## src/rtl/sa_job_ctrl.sv

```systemverilog
// Job sequencer for the memA/memB + systolic array datapath: loads one DIM x DIM job,
// runs the skewed compute window, streams the C rows out, then zeroes the accumulators.
module sa_job_ctrl #(
    parameter int BITS_AB = 8,
    parameter int BITS_C  = 16,
    parameter int DIM     = 8,
    parameter int ROWBITS = $clog2(DIM)
) (
    input  logic                             clk,
    input  logic                             rst,
    input  logic                             in_valid,
    output logic                             in_ready,
    input  logic [DIM-1:0][BITS_AB-1:0]      a_row_in,
    input  logic [DIM-1:0][BITS_AB-1:0]      b_row_in,
    output logic                             out_valid,
    input  logic                             out_ready,
    output logic [DIM-1:0][BITS_C-1:0]       c_row_out,
    output logic [ROWBITS-1:0]               c_row_idx,
    output logic                             c_last,
    output logic                             busy,
    output logic                             en,
    output logic                             WrEnMemA,
    output logic [ROWBITS-1:0]               Arow,
    output logic [DIM-1:0][BITS_AB-1:0]      Ain,
    output logic [DIM-1:0][BITS_AB-1:0]      Bin,
    output logic                             WrEn,
    output logic [ROWBITS-1:0]               Crow,
    output logic [DIM-1:0][BITS_C-1:0]       Cin,
    input  logic [DIM-1:0][BITS_C-1:0]       Cout
);

    localparam int CNTBITS = $clog2(2 * DIM);

    typedef enum logic [2:0] {
        LOAD,
        COMPUTE,
        DRAIN_WAIT,
        DRAIN_OUT,
        CLEAR
    } state_t;

    state_t               state;
    logic [ROWBITS-1:0]   ld_cnt;
    logic [CNTBITS-1:0]   cnt;
    logic [ROWBITS-1:0]   r;
    logic                 beat;

    assign beat = (state == LOAD) && in_valid;

    // NOTE: every state register uses <= so all of them update from the same pre-edge values.
    always_ff @(posedge clk or posedge rst) begin
        if (rst) begin
            state     <= LOAD;
            ld_cnt    <= '0;
            cnt       <= '0;
            r         <= '0;
            out_valid <= 1'b0;
            c_row_out <= '0;
            c_row_idx <= '0;
            c_last    <= 1'b0;
        end else begin
            case (state)
                LOAD: begin
                    if (in_valid) begin
                        if (ld_cnt == ROWBITS'(DIM - 1)) begin
                            ld_cnt <= '0;
                            cnt    <= '0;
                            state  <= COMPUTE;
                        end else begin
                            ld_cnt <= ld_cnt + 1'b1;
                        end
                    end
                end
                // Two DIM-long windows let the skewed operands fully traverse the array.
                COMPUTE: begin
                    if (cnt == CNTBITS'(2 * DIM - 1)) begin
                        r     <= '0;
                        state <= DRAIN_WAIT;
                    end else begin
                        cnt <= cnt + 1'b1;
                    end
                end
                DRAIN_WAIT: begin
                    c_row_out <= Cout;
                    c_row_idx <= r;
                    c_last    <= (r == ROWBITS'(DIM - 1));
                    out_valid <= 1'b1;
                    state     <= DRAIN_OUT;
                end
                DRAIN_OUT: begin
                    if (out_ready) begin
                        out_valid <= 1'b0;
                        if (r == ROWBITS'(DIM - 1)) begin
                            cnt   <= '0;
                            state <= CLEAR;
                        end else begin
                            r     <= r + 1'b1;
                            state <= DRAIN_WAIT;
                        end
                    end
                end
                CLEAR: begin
                    if (cnt == CNTBITS'(DIM - 1)) begin
                        ld_cnt <= '0;
                        state  <= LOAD;
                    end else begin
                        cnt <= cnt + 1'b1;
                    end
                end
                default: state <= LOAD;
            endcase
        end
    end

    // NOTE: each output gets a default first so no path through the case infers a latch.
    always_comb begin
        in_ready = 1'b0;
        busy     = 1'b1;
        en       = 1'b0;
        WrEnMemA = 1'b0;
        Arow     = '0;
        Ain      = '0;
        Bin      = '0;
        WrEn     = 1'b0;
        Crow     = '0;
        Cin      = '0;
        case (state)
            LOAD: begin
                in_ready = 1'b1;
                busy     = (ld_cnt != '0);
                en       = beat;
                WrEnMemA = beat;
                Arow     = ld_cnt;
                if (beat) begin
                    Ain = a_row_in;
                    Bin = b_row_in;
                end
            end
            COMPUTE:    en   = 1'b1;
            DRAIN_WAIT: Crow = r;
            DRAIN_OUT:  Crow = r;
            CLEAR: begin
                WrEn = 1'b1;
                Crow = cnt[ROWBITS-1:0];
            end
            default: ;
        endcase
    end

endmodule

```

## config.mk

```make
export PLATFORM = sky130hd
export DESIGN_NAME = sa_job_ctrl
export DESIGN_NICKNAME = d
export VERILOG_FILES = /design/src/rtl/sa_job_ctrl.sv
export SDC_FILE = /design/constraint.sdc
export NUM_CORES = 1
export LEC_CHECK = 0
export ABC_CLOCK_PERIOD_IN_PS = 6100
export BUFFER_PORTS_ARGS = -buffer_cell sky130_fd_sc_hd__buf_2
export CAP_MARGIN = 5
export CORE_AREA = 2 2 258 260
export DETAILED_ROUTE_END_ITERATION = 8
export DIE_AREA = 0 0 260 262
export PLACE_DENSITY_LB_ADDON = 0.3
export SLEW_MARGIN = 5
export SYNTH_ARGS = -nofsm -noshare
export SYNTH_HDL_FRONTEND = slang
export SYNTH_SLANG_ARGS = --single-unit
```

## constraint.sdc

```tcl
create_clock -name clk -period 6.1 [get_ports clk]
set_input_delay 1.525 -clock clk [delete_from_list [all_inputs] [get_ports clk]]
set_output_delay 1.525 -clock clk [all_outputs]
set_load 0.05 [all_outputs]
```

==> results by group, run 1 <==
STA
  – Final total negative setup slack: 0 ps
  – Number of failing setup endpoints in the final timing report: 0
  – Clock Skews: 12.7 ps
  – Max Slew Vio Count: 0
  – Fin crit period: ~4600 ps
  – Worst slew margin relative to its limit: 0.373
  – Fmax: 215 MHz
  – Setup repair after global routing missed its margin: false
  – Final hold violation count: 0
  – Slew at the pin closest to its max-slew limit: 940 ps
  – Final Cycle Share: 0.761

Synth
  – Fraction of the yosys area taken by sequential cells: 0.471
  – Ys Warns: 0
  – Number of register bits inferred by synthesis: roughly 150
  – Top_reg_cell synth: sky130_fd_sc_hd__dfrtp_1
  – Fraction of post-synthesis cell area in the top cell type by area: 0.471
  – Most area-hungry cell type in the Yosys netlist: sky130_fd_sc_hd__dfrtp_1
  – Number of flops mapped to enable cells by yosys: 0
  – Summed instance area of the synthesized netlist: just under 8000 um2
  – Proportion of synthesized flip-flops having asynchronous set or reset: 1.00
  – Count of unique library cells instantiated by Yosys: 40
  – Library cell with the highest instance count after synthesis: sky130_fd_sc_hd__dfrtp_1
  – Most area-consuming cells after synthesis: sky130_fd_sc_hd__dfrtp_1, sky130_fd_sc_hd__mux2_2, sky130_fd_sc_hd__buf_4
  – Number of cells produced by synthesis: between 600 and 700
  – Top cell types by occurrence after synthesis: sky130_fd_sc_hd__dfrtp_1, sky130_fd_sc_hd__buf_4, sky130_fd_sc_hd__and3_1, sky130_fd_sc_hd__mux2_2, sky130_fd_sc_hd__clkbuf_1
  – Mean cell area of the mapped netlist: 11.6 um2

Flow run
  – Max-capacitance violation count: 0

Worst setup path
  – CP Data Required Time: 4580 ps
  – Cell with the largest stage delay on the worst path: sky130_fd_sc_hd__buf_4
  – Worst Path Buf+Inv: 4
  – Logic depth of the worst path, buffers included: 5
  – Worst-case reg-to-reg path depth: 4
  – Critical path capture point type: output port
  – Startpoint types: primary input
  – Maximum net fanout on the critical path: 86
  – Type of the worst setup path: in2out
  – Worst path max stage delay: 550 ps
  – Category of cells accounting for the largest share of critical-path delay: buffers and inverters
  – Ordered list of cells on the worst path: buf_2 -> buf_4 -> buf_4 -> and3_1 -> buf_2
  – Worst path arrival time: 3120 ps

Floorplan
  – Ports placed on the boundary: 660
  – Starting density of the core: 0.119
  – Die area: ~68000 um2
  – Floorplan Core Area: about 65000 um2
  – Site Rows: 94
  – Die extent in y: 262 um
  – Horizontal die dimension: 260 um

Clocking
  – H-tree levels: 4
  – Number of buffers created by CTS: 17
  – Clk_lat worst skew: 450 ps
  – Post-CTS Hold Fix Bufs: 0
  – Clock transition at the registers of the reported paths: 60 ps
  – Cell at the root of the clock tree: sky130_fd_sc_hd__clkbuf_16
  – Count of clock tree sinks: 146
  – TritonCTS clock tree: built
  – Post-CTS sizing: 0
  – Buffer levels on the longest clock path: 2
  – Post-CTS repair timing setup buffer count: 0

Cells and area
  – Post-synthesis to final-layout area growth: 47.8%
  – Layout Nets: 1441
  – Layout cell share with drive strength beyond 1: 0.591
  – Number of filler instances in the final layout: 7367

Route
  – Number of violations reported at the end of detailed-routing iteration 0: 415
  – Routed WL: 32200 um
  – Drt drc: 0
  – Via count: 6671
  – Wire length per cell after detailed routing: 15.7 um
  – Detail Route Antenna Nets: 0
  – Number of vias per cell after detailed routing: 3.25
  – 1st-pass router iterations: 5

Pwr
  – Leakage power total: 6.97 nW
  – Power, Total: 3.62 mW
  – VDD IR-drop max: 0.185 mV
  – P per Cell Area: 315 nW/um2

GRT
  – Initial antenna violation count: 11
  – First-pass GRT wire length: around 43000 um
  – Maximum number of pins on one net before global-route repair: 126
  – Total GRT Usage: 0.0863
  – Vias in the first global route: around 6400
  – Total gr overflow: 0

Placement
  – Global placement routability congestion: 0.834
  – Port bufs: 531
  – Sum of net half-perimeters after detailed placement: about 26000 um

Hold path
  – Cells on Worst Hold Path: 1
  – Hold Path Class: reg2reg

Outcome
  – Run status: finished, final reports clean
## where the power goes
part	switching [mW]	leakage (nW)	internal [mW]
Combinational	1.12	4.67	0.333
Sequential	0.0562	2.01	1.01
Clock	0.430	0.287	0.662
## metrics by stage
| step | setup slack, ps | std cells | hold slack, ps | utilization | area (um2) |
|---|---|---|---|---|---|
| floorplan | 652 | 793 | 499 | - | 8230 |
| global placement | 1540 | 2020 | 465 | 0.166 | 10800 |
| detailed placement | 1490 | 2020 | 473 | 0.166 | 10800 |
| CTS | 1480 | 2051 | 488 | 0.175 | 11500 |
| global route | 1310 | 2053 | 507 | 0.176 | 11500 |
| finish | 1460 | 2054 | 480 | 0.176 | 11500 |
## cell usage in the layout (no fill, tap or decap), types with 2 or more instances in the layout
cell type                      n
sky130_fd_sc_hd__buf_4         6
sky130_fd_sc_hd__nor3_1        4
sky130_fd_sc_hd__a21oi_1       3
sky130_fd_sc_hd__and2_1        5
sky130_fd_sc_hd__buf_2       531
sky130_fd_sc_hd__mux2_1       10
sky130_fd_sc_hd__clkinv_2      2
sky130_fd_sc_hd__inv_6         2
sky130_fd_sc_hd__nand2_1       6
sky130_fd_sc_hd__clkbuf_16    17
sky130_fd_sc_hd__bufinv_16     3
sky130_fd_sc_hd__a31oi_1       2
sky130_fd_sc_hd__clkinvlp_4    4
sky130_fd_sc_hd__clkbuf_8      2
sky130_fd_sc_hd__conb_1      128
sky130_fd_sc_hd__nand3b_1      2
sky130_fd_sc_hd__nand3_1       3
sky130_fd_sc_hd__mux2_2      123
sky130_fd_sc_hd__nor2b_1       5
sky130_fd_sc_hd__diode_2       3
sky130_fd_sc_hd__a22o_1        7
sky130_fd_sc_hd__nor2_1        4
sky130_fd_sc_hd__o21ai_0      10
sky130_fd_sc_hd__a211oi_1      3
sky130_fd_sc_hd__and3_1      129
sky130_fd_sc_hd__ha_1          6
sky130_fd_sc_hd__inv_1         5
sky130_fd_sc_hd__clkinv_4      2
sky130_fd_sc_hd__dfrtp_1     146
## cells by family (layout without fill, tap and decap cells)
family,count (synthesis),after routing,share of synthesized area
xor gates and xnor gates,1,1,0.00113
buffers and inverters,181,575,0.158
other,1,131,0.000484
AOI/OAI and AO/OA,29,29,0.0289
and+or+nand+nor,168,168,0.136
DFF,146,146,0.471
adders and majority gates,6,6,0.00968
muxes,134,134,0.194
## worst paths after layout
check	startpoint	to	slack [ps]
max	in_valid	Bin[13]	1460
min	c_row_out[46]	c_row_out[46]	480
max reg2reg	state[1]	c_row_out[12]	3040
min reg2reg	c_row_out[46]	c_row_out[46]	480
max in group asynchronous	rst	ld_cnt[2]	3910
min in group asynchronous	rst	c_row_out[73]	1140
## final cells by class
class	instances	area (um2)	share of cell area
flip-flops and latches	146	3650	0.319
multi-input cells	466	3360	0.293
repair buffers	538	2720	0.238
well taps	864	1080	0.0943
clock buffers	19	453	0.0395
clock inverters	12	156	0.0136
inverters	6	27.5	0.00240
diodes	3	7.51	0.000655
## registers in the layout (all words and copies together) (netlist names)
signal,count
r,3
state,3
c_last,1
out_valid,1
c_row_out,128
c_row_idx,3
ld_cnt,3
cnt,4
## layer usage
metal,share of wire,global-route usage,wire length [um],vias to the layer above
met5,0.0021,0,69,-
met4,0.012,0.0259,389,12
met3,0.11,0.0418,3630,29
met2,0.45,0.123,14600,319
met1,0.42,0.114,13500,3226
li1,-,-,-,3085
(Power assumes the default switching activity.)
==> inputs of run 2 (changes only) <==
--- a/config.mk
+++ b/config.mk
@@ -5,12 +5,12 @@
 export SDC_FILE = /design/constraint.sdc
 export NUM_CORES = 1
 export LEC_CHECK = 0
-export ABC_CLOCK_PERIOD_IN_PS = 6100
+export ABC_CLOCK_PERIOD_IN_PS = 3800
 export BUFFER_PORTS_ARGS = -buffer_cell sky130_fd_sc_hd__buf_2
 export CAP_MARGIN = 5
-export CORE_AREA = 2 2 258 260
+export CORE_AREA = 2 2 257 259
 export DETAILED_ROUTE_END_ITERATION = 8
-export DIE_AREA = 0 0 260 262
+export DIE_AREA = 0 0 259 261
 export PLACE_DENSITY_LB_ADDON = 0.3
 export SLEW_MARGIN = 5
 export SYNTH_ARGS = -nofsm -noshare
==> constraint.sdc (replaced) <==
create_clock -name clk -period 3.8 [get_ports clk]
set_input_delay 0.95 -clock clk [delete_from_list [all_inputs] [get_ports clk]]
set_output_delay 0.95 -clock clk [all_outputs]
set_load 0.05 [all_outputs]
==> run 2 against run 1 <==
Against the previous run: die area fell by 0.76%; register-to-register slack worse by 1600 ps; combinational power rose by 64%; final area increased by 1.1%; clock power rose by 68%; flip-flop and latch count unchanged; routed wire length increased by 0.29%; clock skew increased by 1.1 ps; critical path type is now reg2out; non-clock buffer count is 5 higher; highest routed layer is now met4; largest cell class unchanged; sequential power grew 59%; final cell count up 0.24%.
==> results by group, run 2 (synthesis results as in run 1) <==
Route
  – Number of vias per cell after detailed routing: 3.28 (+1.0%)
  – Wire length per cell after detailed routing: 15.7 um (about the same)
  – Detail Route Antenna Nets: 0 (unchanged)
  – Number of violations reported at the end of detailed-routing iteration 0: 411 (-0.96%)
  – Routed WL: 32300 um (+0.29%)
  – 1st-pass router iterations: 5 (unchanged)
  – Via count: 6754 (+1.2%)
  – Drt drc: 0 (unchanged)

GRT
  – Total GRT Usage: 0.0890 (+0.00270)
  – First-pass GRT wire length: 43900 um (+2.7%)
  – Total gr overflow: 0 (unchanged)
  – Maximum number of pins on one net before global-route repair: 135 (+7.1%)
  – Met3 Track Usage GR: 0.0351 (-0.00663)
  – Met1 Usage GRT: 0.118 (+0.00439)
  – Met2 GRT Util: 0.129 (+0.00593)
  – Layer with the highest usage after global routing: met2
  – Initial antenna violation count: 2 (-9)
  – Vias in the first global route: 6552 (+2.4%)

Cells and area
  – Post-synthesis to final-layout area growth: 49.3%
  – Biggest registers after layout: c_row_out: 128 flops, cnt: 4 flops
  – Leading cell types in the layout, fill and taps excluded: sky130_fd_sc_hd__buf_2, sky130_fd_sc_hd__dfrtp_1, sky130_fd_sc_hd__and3_1, sky130_fd_sc_hd__conb_1, sky130_fd_sc_hd__mux2_2
  – Number of filler instances in the final layout: 7301 (-0.90%)
  – Largest register by flop count: c_row_out
  – Layout Nets: 1446 (+0.35%)
  – Max FFs per register: 128 (unchanged)
  – Leading cell type in the layout, fill and taps excluded: sky130_fd_sc_hd__buf_2
  – Layout cell share with drive strength beyond 1: 0.593 (+0.00206)
  – Layout Cells excl Fill: 2059 (+0.24%)

Placement
  – Global placement routability congestion: 0.862 (+3.4%)
  – Dpl cells: 2025 (+0.25%)
  – Sum of net half-perimeters after detailed placement: 26400 um (about the same)
  – Port bufs: 531 (unchanged)

STA
  – Clock Skews: 13.8 ps (+1.05 ps)
  – Final Cycle Share: 0.869
  – Slew at the pin closest to its max-slew limit: 826 ps (-114 ps)
  – Fmax: 303 MHz
  – Final total negative setup slack: 0 ps (unchanged)
  – Final hold violation count: 0 (unchanged)
  – Number of failing setup endpoints in the final timing report: 0 (unchanged)
  – Setup repair after global routing missed its margin: false
  – Fin crit period: 3300 ps
  – Worst slew margin relative to its limit: 0.449 (+0.0762)
  – Max Slew Vio Count: 0 (unchanged)

Flow run
  – Max-capacitance violation count: 0 (unchanged)

Worst setup path
  – Worst Path Buf+Inv: 2 (-2)
  – Ordered list of cells on the worst path: nor3_4 -> buf_12 -> and2_1 -> buf_2
  – Logic depth of the worst path, buffers included: 4 (-1)
  – Cell with the largest stage delay on the worst path: sky130_fd_sc_hd__dfrtp_1
  – Worst-case reg-to-reg path depth: 4 (unchanged)
  – Worst path arrival time: 2350 ps (-770 ps)
  – Critical path capture point type: output port
  – Worst path max stage delay: 570 ps (+20 ps)
  – Category of cells accounting for the largest share of critical-path delay: buffers and inverters
  – CP Data Required Time: 2850 ps (-1730 ps)
  – Startpoint types: flip-flop
  – Type of the worst setup path: reg2out
  – Maximum net fanout on the critical path: 134 (+56%)

Floorplan
  – Starting density of the core: 0.119 (+0.000430)
  – Die extent in y: 261 um (-0.38%)
  – Die area: 67600 um2 (-0.76%)
  – Horizontal die dimension: 259 um (-0.38%)
  – Floorplan Core Area: 65000 um2 (-0.36%)
  – Ports placed on the boundary: 660 (unchanged)
  – Site Rows: 94 (unchanged)

Pwr
  – Sequential share of power: 0.287 (-0.009)
  – VDD IR-drop max: 0.317 mV (+72%)
  – Leakage power total: 7.03 nW (+0.84%)
  – Clock share of power: 0.310 (+0.008)
  – Logic pwr share: 0.403 (about the same)
  – P per Cell Area: 510 nW/um2 (+62%)
  – Switching power summed over all nets: 2.62 mW (+63%)
  – Internal Power: 3.28 mW (+63%)
  – Fraction of power spent switching nets: 0.444 (about the same)

Hold path
  – Cells on Worst Hold Path: 1 (unchanged)
  – Hold Path Class: reg2reg

Outcome
  – Run status: finished, final reports clean

Clocking
  – Buffer levels on the longest clock path: 2 (unchanged)
  – Post-CTS repair timing setup buffer count: 0 (unchanged)
  – TritonCTS clock tree: built
  – Count of clock tree sinks: 146 (unchanged)
  – Post-CTS Hold Fix Bufs: 0 (unchanged)
  – Cell at the root of the clock tree: sky130_fd_sc_hd__clkbuf_16
  – H-tree levels: 4 (unchanged)
  – Clk_lat worst skew: 450 ps (about the same)
  – Number of buffers created by CTS: 17 (unchanged)
  – Clock transition at the registers of the reported paths: 70 ps (about the same)
  – Post-CTS sizing: 0 (unchanged)
## run 2: cell types whose count changed in the layout (fill, tap and decap cells not counted)
cell	delta
sky130_fd_sc_hd__buf_4	+1
sky130_fd_sc_hd__buf_2	-1
sky130_fd_sc_hd__clkbuf_8	-2
sky130_fd_sc_hd__clkinv_4	+2
sky130_fd_sc_hd__diode_2	-1
sky130_fd_sc_hd__bufinv_16	+1
sky130_fd_sc_hd__buf_12	+5
sky130_fd_sc_hd__inv_6	+1
sky130_fd_sc_hd__clkinvlp_4	-1
## run 2: metrics by stage
| step | total power, mW | hold slack [ps] | setup slack (ps) | utilization | instance area [um2] |
|---|---|---|---|---|---|
| 2_1_floorplan | 3.58 | 499 | 606 | - | 8240 |
| 3_3_place_gp | 4.09 | 467 | 614 | 0.168 | 10900 |
| 3_5_place_dp | 4.10 | 469 | 563 | 0.168 | 10900 |
| 4_1_cts | 5.99 | 483 | 474 | 0.178 | 11600 |
| 5_1_grt | 6.18 | 492 | 318 | 0.178 | 11600 |
| 6_report | 5.90 | 478 | 499 | 0.178 | 11600 |
## run 2: worst paths after layout
| check | to | slack [ps] | from |
|---|---|---|---|
| min in group asynchronous | c_row_out[33] | 610 | rst |
| worst max-delay path | WrEnMemA | 500 | state[2] |
| max in group asynchronous | c_row_out[59] | 2700 | rst |
| worst min-delay path | c_row_out[111] | 480 | c_row_out[111] |
| worst min register to register | c_row_out[111] | 480 | c_row_out[111] |
| worst max register to register | c_row_out[117] | 1480 | state[2] |
## run 2: power groups by stage
stage	logic (mW)	clock network (mW)	registers, mW
2_1_floorplan	1.75	0	1.83
3_5_place_dp	2.37	0	1.73
3_3_place_gp	2.36	0	1.72
4_1_cts	2.38	1.91	1.70
5_1_grt	2.50	1.97	1.71
6_report	2.38	1.83	1.70
## run 2: layout make-up
type                            count  area (um2)  share of cell area
Antenna cell                        2        5.00            0.000432
Tap cell                          864        1080              0.0933
Timing Repair Buffer              543        2830               0.244
Inverter                            6        26.3             0.00227
Sequential cell                   146        3650               0.315
Clock buffer                       17         425              0.0367
Clock inverter                     15         206              0.0178
Multi-Input combinational cell    466        3360               0.290
## run 2: routing by layer
metal  routed length, um  vias up
li1                    -     3100
met1               14000     3298
met2               14500      332
met3                3080       24
met4                 626        0
met5                   0        -
==> inputs of run 3 (changes only) <==
==> config.mk (replaced) <==
export PLATFORM = sky130hd
export DESIGN_NAME = sa_job_ctrl
export DESIGN_NICKNAME = d
export VERILOG_FILES = /design/src/rtl/sa_job_ctrl.sv
export SDC_FILE = /design/constraint.sdc
export NUM_CORES = 1
export LEC_CHECK = 0
export ABC_CLOCK_PERIOD_IN_PS = 4300
export BUFFER_PORTS_ARGS = -buffer_cell sky130_fd_sc_hd__buf_2
export CAP_MARGIN = 5
export CORE_AREA = 2 2 256 258
export DETAILED_ROUTE_END_ITERATION = 8
export DIE_AREA = 0 0 258 260
export PLACE_DENSITY = 0.39
export SLEW_MARGIN = 5
export SYNTH_ARGS = -nofsm -noshare
export SYNTH_HDL_FRONTEND = slang
export SYNTH_SLANG_ARGS = --single-unit
==> constraint.sdc (replaced) <==
create_clock -name clk -period 4.3 [get_ports clk]
set_input_delay 1.075 -clock clk [delete_from_list [all_inputs] [get_ports clk]]
set_output_delay 1.075 -clock clk [all_outputs]
set_load 0.05 [all_outputs]
==> run 3 against run 2 <==
Against the previous run: flip-flop and latch count unchanged; setup slack better by 230 ps; power down 15%; final area down 0.90%; critical path depth unchanged; critical path type unchanged; critical endpoint is now Arow[1]; largest cell class unchanged.
==> results by group, run 3 (synthesis results as in run 1) <==
Cells and area
  – Layout cell share with drive strength beyond 1: 0.593 (unchanged)
  – Post-synthesis to final-layout area growth: 48.0%
  – Layout Nets: 1446 (unchanged)
  – Number of filler instances in the final layout: 7198 (-1.4%)
  – Max FFs per register: 128 (unchanged)
  – Total area of multi-input combinational cells: 3360 um2 (unchanged)
  – Leading cell type in the layout, fill and taps excluded: sky130_fd_sc_hd__buf_2
  – Leading cell types in the layout, fill and taps excluded: sky130_fd_sc_hd__buf_2, sky130_fd_sc_hd__dfrtp_1, sky130_fd_sc_hd__and3_1, sky130_fd_sc_hd__conb_1, sky130_fd_sc_hd__mux2_2
  – Biggest registers after layout: c_row_out: 128 flops, cnt: 4 flops
  – FF+latch area: 3650 um2 (unchanged)
  – Largest register by flop count: c_row_out

STA
  – Max Slew Vio Count: 0 (unchanged)
  – Minimum setup slack in the final design: 727 ps (+229 ps)
  – Number of failing setup endpoints in the final timing report: 0 (unchanged)
  – Fmax: 280 MHz
  – Fin crit period: 3570 ps
  – Worst slew margin relative to its limit: 0.463 (+0.0135)
  – Final Cycle Share: 0.831
  – Clock Skews: 11.2 ps (-2.60 ps)
  – Slew at the pin closest to its max-slew limit: 804 ps (-22.1 ps)
  – Final hold violation count: 0 (unchanged)
  – Setup repair after global routing missed its margin: false
  – Final total negative setup slack: 0 ps (unchanged)

Clocking
  – Post-CTS sizing: 0 (unchanged)
  – H-tree levels: 4 (unchanged)
  – Count of clock tree sinks: 146 (unchanged)
  – Clock transition at the registers of the reported paths: 60 ps (about the same)
  – Buffer levels on the longest clock path: 2 (unchanged)
  – Post-CTS Hold Fix Bufs: 0 (unchanged)
  – Clk_lat worst skew: 460 ps (about the same)
  – Cell at the root of the clock tree: sky130_fd_sc_hd__clkbuf_16
  – Post-CTS repair timing setup buffer count: 0 (unchanged)
  – TritonCTS clock tree: built
  – Number of buffers created by CTS: 17 (unchanged)

Floorplan
  – Horizontal die dimension: 258 um (-0.39%)
  – Ports placed on the boundary: 660 (unchanged)
  – Starting density of the core: 0.121 (+0.00172)
  – Floorplan Core Area: 64100 um2 (-1.4%)
  – Die area: 67100 um2 (-0.77%)
  – Site Rows: 93 (-1.1%)
  – Die extent in y: 260 um (-0.38%)

Route
  – Via count: 6596 (-2.3%)
  – Number of violations reported at the end of detailed-routing iteration 0: 375 (-8.8%)
  – Number of vias per cell after detailed routing: 3.22 (-1.9%)
  – Wire length per cell after detailed routing: 13.6 um (-13%)
  – 1st-pass router iterations: 4 (-1)
  – Drt drc: 0 (unchanged)
  – Routed WL: 28000 um (-13%)
  – Detail Route Antenna Nets: 0 (unchanged)

Pwr
  – P per Cell Area: 437 nW/um2 (-14%)
  – Leakage power total: 6.99 nW (-0.56%)
  – VDD IR-drop max: 0.273 mV (-14%)

GRT
  – Total gr overflow: 0 (unchanged)
  – Initial antenna violation count: 1 (-1)
  – Total GRT Usage: 0.0779 (-0.0111)
  – Vias in the first global route: 6329 (-3.4%)
  – First-pass GRT wire length: 39200 um (-11%)
  – Maximum number of pins on one net before global-route repair: 135 (unchanged)

Placement
  – Sum of net half-perimeters after detailed placement: 22800 um (-14%)
  – Global placement routability congestion: 0.729 (-15%)
  – Placement-stage worst setup slack: 1130 ps (+564 ps)
  – Port bufs: 531 (unchanged)

Worst setup path
  – Maximum net fanout on the critical path: 134 (unchanged)
  – Startpoint types: flip-flop
  – CP Data Required Time: 3220 ps (+370 ps)
  – Critical path capture point type: output port
  – Type of the worst setup path: reg2out
  – Worst path arrival time: 2500 ps (+150 ps)

Hold path
  – Hold Path Class: reg2reg

Outcome
  – Run status: finished, final reports clean

Flow run
  – Max-capacitance violation count: 0 (unchanged)
[run 3: changes by cell type in the layout (fill, tap and decap cells not counted), moves of 2 or more]
cell | previous run | this run
sky130_fd_sc_hd__inv_6 | 3 | 5
sky130_fd_sc_hd__buf_12 | 6 | 4
sky130_fd_sc_hd__inv_8 | 0 | 4
sky130_fd_sc_hd__bufinv_16 | 4 | 0
sky130_fd_sc_hd__clkinv_4 | 4 | 1
[run 3: per-layer routing]
metal  vias up  GRT usage  share of wire
li1       3099          -              -
met4         0     0.0284          0.014
met5         -          0              0
met1      3201      0.102           0.43
met2       276      0.124           0.49
met3        20     0.0194          0.072
[run 3: worst paths after layout]
kind | from | to | slack (ps) | cells past startpoint
setup / recovery | state[1] | Arow[1] | 730 | 4
hold / removal | c_row_out[79] | c_row_out[79] | 480 | 1
setup reg to reg | state[1] | c_row_out[77] | 1680 | 4
hold reg to reg | c_row_out[79] | c_row_out[79] | 480 | 1
max in group asynchronous | rst | c_row_out[82] | 2630 | 3
min in group asynchronous | rst | cnt[2] | 720 | 2
[run 3: worst max-delay path: stages, from the launching register on]
cell and delay, ps:
sky130_fd_sc_hd__dfrtp_1 640, sky130_fd_sc_hd__nor3_4 310, sky130_fd_sc_hd__buf_12 330, sky130_fd_sc_hd__and2_1 300, sky130_fd_sc_hd__buf_2 320
[run 3: cell type report]
class	instances	share of cell area
clock buffer	17	0.0371
antenna	2	0.000436
clock inverter	15	0.0123
multi-input combinational	466	0.293
timing repair buffer	543	0.244
tap	855	0.0932
inverter	6	0.00229
sequential	146	0.318
[run 3: metrics by stage]
| stage | util | std cells | instance area (um2) | hold slack [ps] | total power [mW] |
|---|---|---|---|---|---|
| 2_1_floorplan | - | 793 | 8240 | 499 | 3.16 |
| 3_3_place_gp | 0.170 | 2016 | 10900 | 462 | 3.61 |
| 3_5_place_dp | 0.170 | 2016 | 10900 | 471 | 3.62 |
| 4_1_cts | 0.179 | 2048 | 11500 | 486 | 5.12 |
| 5_1_grt | 0.179 | 2048 | 11500 | 506 | 5.28 |
| 6_report | 0.179 | 2050 | 11500 | 483 | 5.01 |
[run 3: power breakdown]
group	internal [mW]	switching, mW	total, mW
clock network	0.764	0.683	1.45
logic	0.480	1.56	2.04
registers	1.44	0.0939	1.53
total	2.68	2.33	5.01
